===== src/rtl/sh7604_mac_seq.sv =====
// SH7604 MAC instruction sequencer: drives the multiplier port and fetches MAC.L/MAC.W operands.
// Optional MACSEQ_ADDR_CHECK_EN adds ADDR_ERR and aborts on misaligned pointers.
module sh7604_mac_seq (
    input  logic        CLK,
    input  logic        RST_N,
    input  logic        CE_R,
    input  logic        EN,
    input  logic        START,
    input  logic [3:0]  OP,
    input  logic        S_FLAG,
    input  logic [31:0] RN_VAL,
    input  logic [31:0] RM_VAL,
    input  logic        SAME,
    output logic [31:0] MEM_A,
    output logic        MEM_REQ,
    output logic        MEM_WORD,
    input  logic [31:0] MEM_DI,
    input  logic        MEM_BUSY,
    output logic [1:0]  MAC_SEL,
    output logic [3:0]  MAC_OP,
    output logic        MAC_S,
    output logic        MAC_WE,
    output logic [31:0] MAC_D,
    output logic [31:0] MAC_A,
    output logic [31:0] RN_NEW,
    output logic [31:0] RM_NEW,
    output logic        PTR_WE,
    output logic        BUSY,
    output logic        DONE
`ifdef MACSEQ_ADDR_CHECK_EN
   ,output logic        ADDR_ERR
`endif
);

    typedef enum logic [3:0] {
        S_IDLE, S_DEC, S_MUL1, S_MUL2, S_MULW, S_CLR,
        S_RD_N, S_WR_A, S_RD_M, S_WR_B, S_FIN, S_DONE, S_ERR
    } state_t;

    typedef struct packed {
        logic [31:0] mem_a;
        logic        mem_req;
        logic        mem_word;
        logic [1:0]  mac_sel;
        logic        mac_s;
        logic        mac_we;
        logic [31:0] mac_d;
        logic [31:0] mac_a;
        logic [31:0] rn_new;
        logic [31:0] rm_new;
        logic        ptr_we;
        logic        busy;
        logic        done;
    } out_t;

    state_t      state_q, state_d;
    out_t        out_q, out_d;
    logic [3:0]  op_q;
    logic        s_q, same_q;
    logic [31:0] rn_q, rm_q;
    logic        step;

    logic [31:0] size, lowmask, addr_n, addr_m;

    assign step    = CE_R && EN;
    assign size    = op_q[1] ? 32'd2 : 32'd4;
    assign lowmask = op_q[1] ? 32'd1 : 32'd3;

`ifdef MACSEQ_ADDR_CHECK_EN
    logic addr_err_q, addr_err_d;
    logic misal;
    // With SAME the second address is Rn+size, which shares Rn's alignment.
    assign misal  = (|(rn_q & lowmask)) || (!same_q && (|(rm_q & lowmask)));
    assign addr_n = rn_q;
    assign addr_m = same_q ? rn_q + size : rm_q;
`else
    assign addr_n = rn_q & ~lowmask;
    assign addr_m = (same_q ? rn_q + size : rm_q) & ~lowmask;
`endif

    // Bus handshake: MEM_REQ with MEM_A is held until a step samples MEM_BUSY=0;
    // MEM_DI is taken on that same step.
    always_comb begin
        state_d = state_q;
        out_d   = '0;
`ifdef MACSEQ_ADDR_CHECK_EN
        addr_err_d = 1'b0;
`endif
        case (state_q)
            S_IDLE: if (START) state_d = S_DEC;
            S_DEC: begin
                case (op_q)
                    4'b0001, 4'b0010, 4'b0011: state_d = S_MUL1;
                    4'b0110, 4'b0111:          state_d = S_MULW;
                    4'b1111:                   state_d = S_CLR;
`ifdef MACSEQ_ADDR_CHECK_EN
                    4'b1001, 4'b1011:          state_d = misal ? S_ERR : S_RD_N;
`else
                    4'b1001, 4'b1011:          state_d = S_RD_N;
`endif
                    default:                   state_d = S_DONE;
                endcase
            end
            S_MUL1:                 state_d = S_MUL2;
            S_MUL2, S_MULW, S_CLR:  state_d = S_DONE;
            S_RD_N: if (!MEM_BUSY)  state_d = S_WR_A;
            S_WR_A:                 state_d = S_RD_M;
            S_RD_M: if (!MEM_BUSY)  state_d = S_WR_B;
            S_WR_B:                 state_d = S_FIN;
            default:                state_d = S_IDLE;
        endcase

        // Outputs are a registered function of the state being entered.
        out_d.busy = (state_d != S_IDLE);
        case (state_d)
            S_MUL1: begin out_d.mac_sel = 2'b01; out_d.mac_d = rn_q; out_d.mac_we = 1'b1; end
            S_MUL2: begin out_d.mac_sel = 2'b10; out_d.mac_d = rm_q; out_d.mac_we = 1'b1; end
            S_MULW: begin
                out_d.mac_sel = 2'b10;
                out_d.mac_d   = {rm_q[15:0], rn_q[15:0]};
                out_d.mac_we  = 1'b1;
            end
            S_CLR:  begin out_d.mac_sel = 2'b11; out_d.mac_we = 1'b1; end
            S_RD_N: begin out_d.mem_a = addr_n; out_d.mem_req = 1'b1; out_d.mem_word = op_q[1]; end
            S_WR_A: begin
                out_d.mac_sel = 2'b01;
                out_d.mac_d   = MEM_DI;
                out_d.mac_a   = addr_n;
                out_d.mac_we  = 1'b1;
            end
            S_RD_M: begin out_d.mem_a = addr_m; out_d.mem_req = 1'b1; out_d.mem_word = op_q[1]; end
            S_WR_B: begin
                out_d.mac_sel = 2'b10;
                out_d.mac_d   = MEM_DI;
                out_d.mac_a   = addr_m;
                out_d.mac_we  = 1'b1;
                out_d.mac_s   = s_q;
            end
            S_FIN: begin
                out_d.rn_new = same_q ? rn_q + (size << 1) : rn_q + size;
                out_d.rm_new = same_q ? rn_q + (size << 1) : rm_q + size;
                out_d.ptr_we = 1'b1;
                out_d.done   = 1'b1;
            end
            S_DONE: out_d.done = 1'b1;
            S_ERR: begin
                out_d.done = 1'b1;
`ifdef MACSEQ_ADDR_CHECK_EN
                addr_err_d = 1'b1;
`endif
            end
            default: ;
        endcase
    end

    always_ff @(posedge CLK or negedge RST_N) begin
        if (!RST_N) begin
            state_q <= S_IDLE;
            out_q   <= '0;
            op_q    <= '0;
            s_q     <= 1'b0;
            same_q  <= 1'b0;
            rn_q    <= '0;
            rm_q    <= '0;
        end else if (step) begin
            state_q <= state_d;
            out_q   <= out_d;
            if (state_q == S_IDLE && START) begin
                op_q   <= OP;
                s_q    <= S_FLAG;
                same_q <= SAME;
                rn_q   <= RN_VAL;
                rm_q   <= RM_VAL;
            end
        end
    end

`ifdef MACSEQ_ADDR_CHECK_EN
    always_ff @(posedge CLK or negedge RST_N) begin
        if (!RST_N)    addr_err_q <= 1'b0;
        else if (step) addr_err_q <= addr_err_d;
    end
    assign ADDR_ERR = addr_err_q;
`endif

    assign MEM_A    = out_q.mem_a;
    assign MEM_REQ  = out_q.mem_req;
    assign MEM_WORD = out_q.mem_word;
    assign MAC_SEL  = out_q.mac_sel;
    assign MAC_OP   = op_q;
    assign MAC_S    = out_q.mac_s;
    assign MAC_WE   = out_q.mac_we;
    assign MAC_D    = out_q.mac_d;
    assign MAC_A    = out_q.mac_a;
    assign RN_NEW   = out_q.rn_new;
    assign RM_NEW   = out_q.rm_new;
    assign PTR_WE   = out_q.ptr_we;
    assign BUSY     = out_q.busy;
    assign DONE     = out_q.done;

endmodule

===== config.mk =====
export PLATFORM = sky130hd
export DESIGN_NAME = sh7604_mac_seq
export DESIGN_NICKNAME = d
export VERILOG_FILES = /design/src/rtl/sh7604_mac_seq.sv
export SDC_FILE = /design/constraint.sdc
export NUM_CORES = 1
export LEC_CHECK = 0
export ABC_AREA = 1
export BUFFER_PORTS_ARGS = -buffer_cell sky130_fd_sc_hd__buf_2
export CORE_AREA = 4 4 213 215
export DETAILED_ROUTE_END_ITERATION = 16
export DIE_AREA = 0 0 217 219
export RECOVER_POWER = 100
export SLEW_MARGIN = 20
export SYNTH_ARGS = -nofsm -noshare
export SYNTH_HDL_FRONTEND = slang
export SYNTH_SLANG_ARGS = --single-unit
export TNS_END_PERCENT = 30

===== constraint.sdc =====
create_clock -name CLK -period 2.7 [get_ports CLK]
set_input_delay 0.81 -clock CLK [delete_from_list [all_inputs] [get_ports CLK]]
set_output_delay 0.81 -clock CLK [all_outputs]
set_load 0.05 [all_outputs]

# --- After elaboration in Yosys (flattened, before gate mapping) ---
# Memory sizes are Yosys's and may differ from the RTL's.
# Cells that the tools add are included.
op_classes:
  multipliers: 0
  shift: 0
  n_eq_ne: 20
  reduce_logical: 11
  n_addsub: 3
  div: 0
  muxes: 17
  magnitude_cmp: 0
  bitwise: 3
op_table:
  columns: ["cell", "n"]
  rows:
  - ["one-hot mux 32 bit (4 select lines)", 1]
  - ["two-way mux 32 bit", 3]
  - ["one-hot mux 34 bit (2 select lines)", 1]
  - ["two-way mux 65 bit", 1]
  - ["adder 32 x 3 -> 32 bit", 2]
  - ["AND 32 bit", 2]
  - ["one-hot mux 32 bit (2 select lines)", 1]
  - ["adder 32 x 4 -> 32 bit", 1]
  - ["equality test 4 x 3 -> 1 bit (second input constant)", 8]
  - ["NOT 2 -> 32 bit", 1]
  - ["one-hot mux 4 bit (8 select lines)", 1]
  - ["equality test 4 bit (second input constant)", 7]
  - ["equality test 4 x 2 -> 1 bit (second input constant)", 4]
  - ["two-way mux 4 bit", 3]
  - ["OR reduction 3 bit", 3]
  - ["one-hot mux 2 bit (3 select lines)", 1]
  - ["OR reduction 6 bit", 1]
  - ["equality test 4 x 1 -> 1 bit (second input constant)", 1]
  - ["logical NOT 4 bit", 1]
  - ["nonzero test 4 bit", 1]
  - ["OR reduction 2 bit", 2]
  - ["two-way mux 1 bit", 3]
  - ["two-way mux 3 bit", 1]
  - ["logical AND 1 bit", 2]
  - ["other kinds (2)", 2]
totals:
  n_memories: 1
  latch_bits: 0
  romBits: 64
  ff_bits: 243
  word_cells: 74
  inputBits: 108
  ramBits: 0
  out_inout_bits: 173
mem_list:
  columns: ["name", "depth", "width", "rd", "rd_ports_with_merged_regs", "write_ports", "line", "source"]
  rows:
  - ["(no name shown)", 16, 4, 1, 0, 0, "92", "case (op_q)"]

# --- Longest topological paths before layout ---
# Gate-level depths: netlist of run 1.
depth:
  ltp_word: 6
  mapped_depth: 15
  ltp_nobuf: 14

# --- Worst setup path before layout of run 1 ---
# OpenSTA, ideal clock, no wires.
synth_timing:
  kind: "register -> register"
  startpoint: "reg op_q[1] (netlist: MAC_OP[1])"
  endpoint: "reg out_q (netlist bit RM_NEW[22])"
  setup_ns: 0.118
  required_time_ns: 2.582
  path_stages_with_launch: 13
  arrival_ns: 2.598
  slack_ns: -0.016
  path_buffers: 0
  cell_sequence: "dfrtp_1 > ha_1 > inv_1 > fa_1 > nor2_1 > nand2_1 > nor2_1 > nand2_1 > nand2_1 > nand2_1 > o21ai_0 > nand3b_1 > nand2_1"
synth_between:
  elab_chain_len: 4
  elab_cells_between_ends: 8
  classes_between: "add/sub (2); eq/ne (1); mux (4); memory (1)"
synth_lines:
  columns: ["item", "line", "source"]
  rows:
  - ["from (decl)", "58", "logic [3:0] op_q;"]
  - ["from (signal assigned)", "160", "op_q <= '0;"]
  - ["from (signal assigned)", "169", "op_q <= OP;"]
  - ["two-way mux 3 bit / memory read (16 x 4 bit) (equally long branches)", null, null]
  - ["adder 32 x 3 -> 32 bit (tied with other cells)", "141", "out_d.rm_new = same_q ? rn_q + (size << 1) : rm_q + size;"]
  - ["two-way mux 32 bit / equality test 4 bit (equally long branches)", "141, 115", null]
  - ["two-way mux 65 bit *", "115", "case (state_d)"]
  - ["to (signal assigned)", "167", "out_q <= out_d;"]
  - ["to (decl)", "57", "out_t out_q, out_d;"]
# Mark *: on every way between the ends. The rest lies on a longest branch, timed or not.
# A chain may end at the register's enable or synchronous reset.

# --- Worst setup path in the final report of run 1 ---
layout_timing:
  startpoint: "reg state_q[3]"
  endpoint: "reg out_q (netlist bit RN_NEW[9])"
layout_between:
  elab_chain_len: 5
  elab_cells_between_ends: 17
  classes_between: "eq/ne (10); mux (5); reduce/logical (2)"
layout_lines:
  columns: ["item", "line", "source"]
  rows:
  - ["from (decl)", "56", "state_t state_q, state_d;"]
  - ["from (signal assigned)", "166", "state_q <= state_d;"]
  - ["equality test 4 x 2 -> 1 bit / equality test 4 x 3 -> 1 bit (equally long branches)", "89", "case (state_q)"]
  - ["OR reduction 3 bit", "89", null]
  - ["one-hot mux 4 bit (8 select lines) *", "89", null]
  - ["equality test 4 bit *", "115", null]
  - ["two-way mux 65 bit *", "115", null]
# Marks and branches as above.

==> results by group, run 1 <==
Cells and area
  – Layout Utilization: between 30% and 40%
  – Number of diodes: 0
  – Finished Layout Cells: 2904
  – Share of layout cells above drive strength 1: between 10% and 20%
  – Leading cell types in the layout, fill and taps excluded: 730 x nand2_1, 239 x dfrtp_1, 229 x nor2_1
  – Area Growth Syn to Fin: 24.02%
  – Most common cell after layout, fill and taps aside: nand2_1
  – Area of all placed cells without fillers: between 15000 and 20000 um2
  – Nets: 2407
  – # fillers: between 4000 and 5000

Floorplanning
  – DIE WIDTH: 217 um
  – # IOs: around 280
  – Starting Density: 31.50%
  – Die Height: 219 um
  – Core Rows: 77
  – Die area: 47520 um2
  – Core area: 43740 um2

Run status
  – Failing checks: capacitance limit, slew limit
  – Status: finished with violations

Clock tree
  – H-tree levels: 1
  – Hold_buf cts: 0
  – Post-CTS Setup Repair Bufs: 0
  – TritonCTS Sinks: ~240
  – Total CTS buffers: 30
  – Root Driver: clkbuf_16
  – Clock transition at path regs: ~60 ps
  – CTS resizes: 0
  – Clock Tree Buf Depth: 3
  – Worst-Skew Late Latency: 600 ps
  – CTS tree: done

Global route
  – Global route total overflow: 0
  – Global-route wire length before repair: 94810 um
  – Largest net degree at the start of global routing: 104
  – Vias in the first global route: about 15000
  – Initial antenna violation count: 0
  – Global-route usage over all layers: a little over a quarter

STA
  – Fmax: 0.3829 GHz
  – Crit share post-route: 96.74%
  – Setup TNS Final: 0 ps
  – RSZ-0062 raised after global routing: false
  – Worst Tran Pin Value: between 1500 and 2000 ps
  – Hold WS: about 450 ps
  – Relative slew margins: -16.68%
  – Max-slew violation count: 56
  – Setup-failing EPs final: 0
  – Tmin final: 2612 ps
  – Post-Route Skew: 29.02 ps
  – Fin. Hold Viols: 0

Routing
  – Routed wire length: 64750 um
  – Starting DRT DRC Count: 1403
  – Residual DRC: 0
  – Vias: 15140
  – Antenna viol nets, final: 0
  – Vias per Instance: 5.214
  – Average wire per standard cell: between 20 and 25 um
  – 1st-pass router iterations: 8

Place
  – Post-placement cell count: 2850
  – Area post-placement: 16310 um2
  – RD Place Congestion: roughly 0.94
  – Post-DP HPWL: 49360 um
  – # port buffers: about 280

Synthesis
  – Area share of fa/ha/maj cells after synthesis: 0.9807%
  – Sequential share of the synthesized area: a little over two fifths
  – Yosys cell types: 40
  – Synth Warn #: 0
  – Yosys reg bits: 241
  – Multiplexer area fraction after synthesis: 0.5721%
  – Post-synth top flop: dfrtp_1
  – Post-synth top area cell: dfrtp_1
  – Synth Instances: around 2000
  – Synth Area in Compound Gates: between 10% and 20%
  – Post-synth EDFFs: 0
  – Largest family of logic cells by synthesized area: simple AND/OR/NAND/NOR gates
  – Post-synth top area share: a little over two fifths
  – Post-Synth XOR/XNOR Area: under 10%
  – Asr flop ratio synth: 100.0%
  – Simple-gate share of the synthesized area: about a third
  – Syn Area/Cell: 6.872 um2
  – Post-Syn Area: approximately 14000 um2
  – Synth area leaders: dfrtp_1 44%, nand2_1 20%, nor2_1 6.3%, nand3_1 6.1%, a21oi_1 5.7%

Setup path
  – Reg2Reg Capture Point: RN_NEW[9]
  – WP data arrival: 3140 ps
  – Slowest CP cell: clkbuf_1
  – Peak fanout along the critical path: 12
  – CP peak stage delay: 600 ps
  – Crit end category: flip-flop
  – FF-to-FF path depth: 8
  – Worst path bufs/invs: 4
  – Crit start category: flip-flop
  – Crit Path Class: flip-flop to flip-flop
  – Reg2Reg Setup Slack: 90 ps
  – Cell family with most CP delay: buffers and inverters
  – WP data required: 3230 ps
  – R2r startpoint: state_q[3]
  – CP Cell Sequence: inv_2 > nor3_1 > nand2_1 > clkinv_1 > clkbuf_1 > clkbuf_1 > nand3_1 > nand2_1

Hold path
  – HP Class: input pin to flip-flop
  – Min-Delay Path Depth: 2
  – Hold Path End: rm_q[0]
  – Hold path start: RM_VAL[0]

Power
  – Leak: just under 9 nW
  – Peak supply drop: about 0.00063 V
  – Cell area power density: 1433 nW/um2

Run
  – Max-cap viol count: 1
## Yosys cell counts (all sizes together) (6+ instances only)
| library cell | number |
|---|---|
| a21oi | 159 |
| a22oi | 11 |
| buf | 37 |
| clkbuf | 80 |
| dfrtp | 241 |
| ha | 6 |
| inv | 119 |
| mux2 | 7 |
| nand2 | 735 |
| nand3 | 168 |
| nand4 | 21 |
| nor2 | 234 |
| nor3 | 15 |
| o21ai | 110 |
| o21bai | 24 |
| xor2 | 16 |
## worst max-delay path by stage
stage	from	end	slack (ps)	cells past startpoint
after global placement	START	MEM_A[26]	-20	11
after floorplan	MAC_OP[1]	RM_NEW[22]	220	12
after CTS	MAC_OP[1]	MEM_A[7]	20	10
after detailed placement	START	MEM_A[26]	9	11
after global routing	MAC_OP[1]	RM_NEW[20]	6	13
final	state_q[3]	RN_NEW[9]	90	8
## layout make-up
type	instances	area, um2	area share (%)
Sequential cell	241	6033	35.31
Tap cell	592	740.7	4.335
Clock inverter	14	241.5	1.413
Timing Repair Buffer	369	1946	11.39
Inverter	121	454.2	2.658
Clock buffer	40	838.3	4.906
Multi-Input combinational cell	1527	6834	39.99
## worst register-to-register path, stage by stage (launching register included)
cell and delay [ps]:
dfrtp_1 490, inv_2 130, nor3_1 440, nand2_1 160, clkinv_1 130, clkbuf_1 600
clkbuf_1 230, nand3_1 240, nand2_1 130
## stage by stage
| stage | setup WS, ps | power (W) |
|---|---|---|
| after floorplan | 224.4 | 0.01479 |
| after global placement | -23.24 | 0.02007 |
| after detailed placement | 8.831 | 0.02008 |
| after CTS | 22.11 | 0.02465 |
| after global routing | 6.313 | 0.02594 |
| final | 88.01 | 0.02449 |
## cell families after synthesis
logic type | count (synthesis)
XOR/XNOR | 17
adder cells (fa/ha/maj) | 9
multiplexers | 7
flip-flops | 241
buffers and inverters | 238
AND/OR/NAND/NOR | 1176
AO/OA/AOI/OAI | 316
other | 1
## power by group
| part | leakage [nW] | switching (W) | internal [W] |
|---|---|---|---|
| registers | 3.00 | 0.00181 | 0.00490 |
| logic | 5.17 | 0.00998 | 0.00332 |
| clock network | 0.516 | 0.00173 | 0.00274 |
| total | 8.69 | 0.0135 | 0.0110 |
## sequential cells by signal (all words and copies together), names as in the netlist
name,count
MAC_A,31
DONE,1
RM_NEW,32
MAC_OP,4
PTR_WE,1
MEM_WORD,1
MAC_SEL,2
MAC_WE,1
state_q,4
MAC_S,1
MEM_A,31
s_q,1
MAC_D,32
same_q,1
rm_q,32
BUSY,1
rn_q,32
MEM_REQ,1
RN_NEW,32
## metal layers
layer	GRT usage, %	vias to the layer above	part of all wire, %
met5	0	-	0
met1	38.39	7340	46
met3	4.112	103	7.5
met4	7.590	0	2.9
met2	40.54	674	43
li1	-	7024	-
(Power assumes the default switching activity.)
==> run 2: changes to the inputs <==
Settings changed: ABC_AREA 1 to unset, BUFFER_PORTS_ARGS -buffer_cell sky130_fd_sc_hd__buf_2 to unset, CORE_AREA 4 4 213 215 to 4 4 206 208, DIE_AREA 0 0 217 219 to 0 0 210 212, DONT_BUFFER_PORTS set to 1.
==> results by group, run 2 <==
Run status
  – Status: finished with violations
  – Failing checks: hold timing

Synthesis
  – Synth area leaders: dfrtp_1 47%, mux2_2 5.8%, nor2_1 4.2%, nand2_1 3.9%, o21ai_0 3.4%
  – Synth Warn #: 0 (unchanged)
  – Yosys reg bits: 241 (unchanged)
  – Post-synth EDFFs: 0 (unchanged)
  – Post-synth top flop: dfrtp_1
  – Asr flop ratio synth: 100.0% (unchanged)
  – Synth Instances: 1330 (-34%)
  – Synth cell count leaders: 241 x dfrtp_1, 143 x nor2_1, 135 x nand2_1
  – Syn Area/Cell: 9.714 um2 (+41%)
  – Count leader, synth: dfrtp_1
  – Post-Syn Area: 12920 um2 (-6.2%)
  – Post-synth top area cell: dfrtp_1
  – Yosys cell types: 68 (+70%)
  – Sequential share of the synthesized area: 46.68% (+2.9 points)
  – Post-synth top area share: 46.68% (+2.9 points)

Power
  – NetSw: 0.01075 W (-21%)
  – Clock share of power: 19.6% (+1.3 points)
  – Leak: 6.476 nW (-25%)
  – Net Sw Frac: 50.88% (-4.3 points)
  – Peak supply drop: 0.0005173 V (-18%)
  – Cell area power density: 1376 nW/um2 (-3.9%)
  – Combinational Power Share: 36.2% (-18 points)
  – Pint: 0.01037 W (-5.4%)
  – Flop pwr share: 44.2% (+17 points)

STA
  – PnR worst setup slack: 44.65 ps (-43.36 ps)
  – Post-Route Skew: 10.41 ps (-18.61 ps)
  – RSZ-0062 raised after global routing: true
  – Fin. Hold Viols: 103 (+103)
  – Max-slew violation count: 0 (-100%)
  – Setup-failing EPs final: 0 (unchanged)
  – Setup TNS Final: 0 ps (unchanged)
  – Tmin final: 2655 ps (+43.36 ps)
  – Crit share post-route: 98.35% (+1.6 points)
  – Hold WS: -67.50 ps (-514.2 ps)
  – Fmax: 0.3766 GHz (-1.6%)
  – Relative slew margins: 40.02% (+57 points)
  – Worst Tran Pin Value: 899.7 ps (-850.5 ps)

Cells and area
  – Area Growth Syn to Fin: 18.76%
  – Most common cell after layout, fill and taps aside: dfrtp_1
  – Nets: 1486 (-38%)
  – # fillers: 4061 (-16%)
  – Share of layout cells above drive strength 1: 21.21% (+9.8 points)
  – Sequential cell area: 6037 um2 (about the same)
  – Leading cell types in the layout, fill and taps excluded: 238 x dfrtp_1, 143 x nor2_1, 133 x nand2_1
  – Area of all placed cells without fillers: 15340 um2 (-10%)
  – Multi-input logic area: 6397 um2 (-6.4%)

Routing
  – Vias: 11130 (-27%)
  – Vias per Instance: 5.781 (+11%)
  – Residual DRC: 0 (unchanged)
  – Routed wire length: 55740 um (-14%)
  – Starting DRT DRC Count: 1024 (-27%)
  – 1st-pass router iterations: 5 (-3)
  – Average wire per standard cell: 28.96 um (+30%)
  – Antenna viol nets, final: 0 (unchanged)

Global route
  – Global-route usage over all layers: 24.14% (-2.2 points)
  – Vias in the first global route: 11280 (-23%)
  – Met3 Use GR: 11.21% (+7.1 points)
  – Global-route wire length before repair: 80460 um (-15%)
  – Initial antenna violation count: 9 (+9)
  – Largest net degree at the start of global routing: 242 (+130%)
  – Global route total overflow: 0 (unchanged)
  – Met1 usage: 31.60% (-6.8 points)
  – GRT Max-Usage Layer: met2
  – GRT met2 Usage: 36.69% (-3.9 points)

Place
  – RD Place Congestion: 0.9372 (-0.55%)
  – Post-DP HPWL: 40240 um (-18%)
  – Placement Setup Slack: -52.44 ps (-61.28 ps)
  – # port buffers: 0 (-100%)
  – Area post-placement: 14250 um2 (-13%)

Run
  – Max-cap viol count: 0 (-1)

Floorplanning
  – Core area: 40550 um2 (-7.3%)
  – Starting Density: 31.86% (+0.36 points)
  – # IOs: 281 (unchanged)
  – DIE WIDTH: 210 um (-3.2%)
  – Die area: 44520 um2 (-6.3%)
  – Die Height: 212 um (-3.2%)
  – Core Rows: 74 (-3.9%)

Clock tree
  – H-tree levels: 1 (unchanged)
  – Clock Tree Buf Depth: 3 (unchanged)
  – Worst-Skew Late Latency: 570 ps (-30 ps)
  – Root Driver: clkbuf_16
  – Clock transition at path regs: 60 ps (about the same)
  – Post-CTS Setup Repair Bufs: 0 (unchanged)
  – TritonCTS Sinks: 241 (unchanged)
  – CTS tree: done
  – Total CTS buffers: 30 (unchanged)

Setup path
  – WP data required: 3140 ps (-90 ps)
  – Crit start category: flip-flop
  – Crit end category: flip-flop
  – WP data arrival: 3100 ps (-40 ps)
  – Crit Path Class: flip-flop to flip-flop
  – Peak fanout along the critical path: 48 (+36)

Hold path
  – HP Class: input pin to asynchronous set/reset pin
[run 2: cell types whose count changed in the layout (fill, tap and decap cells not counted), moves of 23 or more]
| cell | delta |
|---|---|
| mux2_2 | +59 |
| a221o_1 | +37 |
| nand3_1 | -132 |
| buf_2 | -106 |
| o21bai_1 | -23 |
| a21oi_1 | -131 |
| a221oi_1 | +38 |
| inv_1 | -103 |
| xnor2_1 | +46 |
| xor2_1 | +28 |
| nand2_1 | -597 |
| buf_4 | +71 |
| clkbuf_1 | -179 |
| nor2_1 | -86 |
[run 2: power by group through the flow]
| stage | clock, W | combinational, W | sequential [W] |
|---|---|---|---|
| after global placement | 0 | 0.00740 | 0.00938 |
| after detailed placement | 0 | 0.00749 | 0.00940 |
| after global routing | 0.00437 | 0.00824 | 0.00952 |
| final | 0.00414 | 0.00764 | 0.00934 |
| after floorplan | 0 | 0.00477 | 0.00850 |
| after CTS | 0.00421 | 0.00754 | 0.00933 |
[run 2: through the flow]
step	cells	util [%]	power (W)
after floorplan	1331	-	0.01327
final	1925	37.83	0.02112
after global placement	1868	35.12	0.01678
after CTS	1922	37.66	0.02108
after detailed placement	1868	35.14	0.01689
after global routing	1923	37.82	0.02213
[run 2: area by class of cell]
cell class	count	share of cell area [%]
inverter	13	0.3180
timing repair buffer	142	7.698
clock inverter	8	0.6279
antenna	2	0.03262
tap	532	4.338
clock buffer	46	5.945
multi-input combinational	941	41.69
sequential	241	39.35
[run 2: worst paths after layout]
path | from | end | slack (ps) | cells after the start
setup / recovery | state_q[3] | rn_q[11] | 40 | 5
hold / removal | RST_N | MAC_D[0] | -70 | 0
setup reg to reg | state_q[3] | rn_q[11] | 40 | 5
hold reg to reg | s_q | s_q | 520 | 1
max in group asynchronous | RST_N | RM_NEW[21] | 2280 | 0
min in group CLK | RM_VAL[2] | rm_q[2] | 360 | 2
[run 2: what timing repair did]
item,in CTS,in global routing
gates cloned,0,1
resized for setup,3,21
pin swaps,0,3
endpoints found under the setup margin,4,39
endpoints found under the hold margin,241,210
[run 2: worst max-delay path, stage by stage (launching register included)]
cell and delay, ps:
dfrtp_1 440, clkbuf_2 200, or3_1 370, nor3_1 260, clkbuf_4 750, mux2_2 420
[run 2: logic make-up after synthesis]
logic type                 share of synthesized area, %
AOI/OAI and AO/OA                                 18.37
xor gates and xnor gates                          6.237
adders and majority gates                         1.046
buffers and inverters                             5.026
DFF                                               46.68
muxes                                             6.837
other                                           0.02903
and+or+nand+nor                                   15.78
[run 2: routing by layer]
layer	wire, um	up-vias
li1	-	4886
met1	22360	5569
met2	24580	558
met3	7262	99
met4	1433	16
met5	114	-
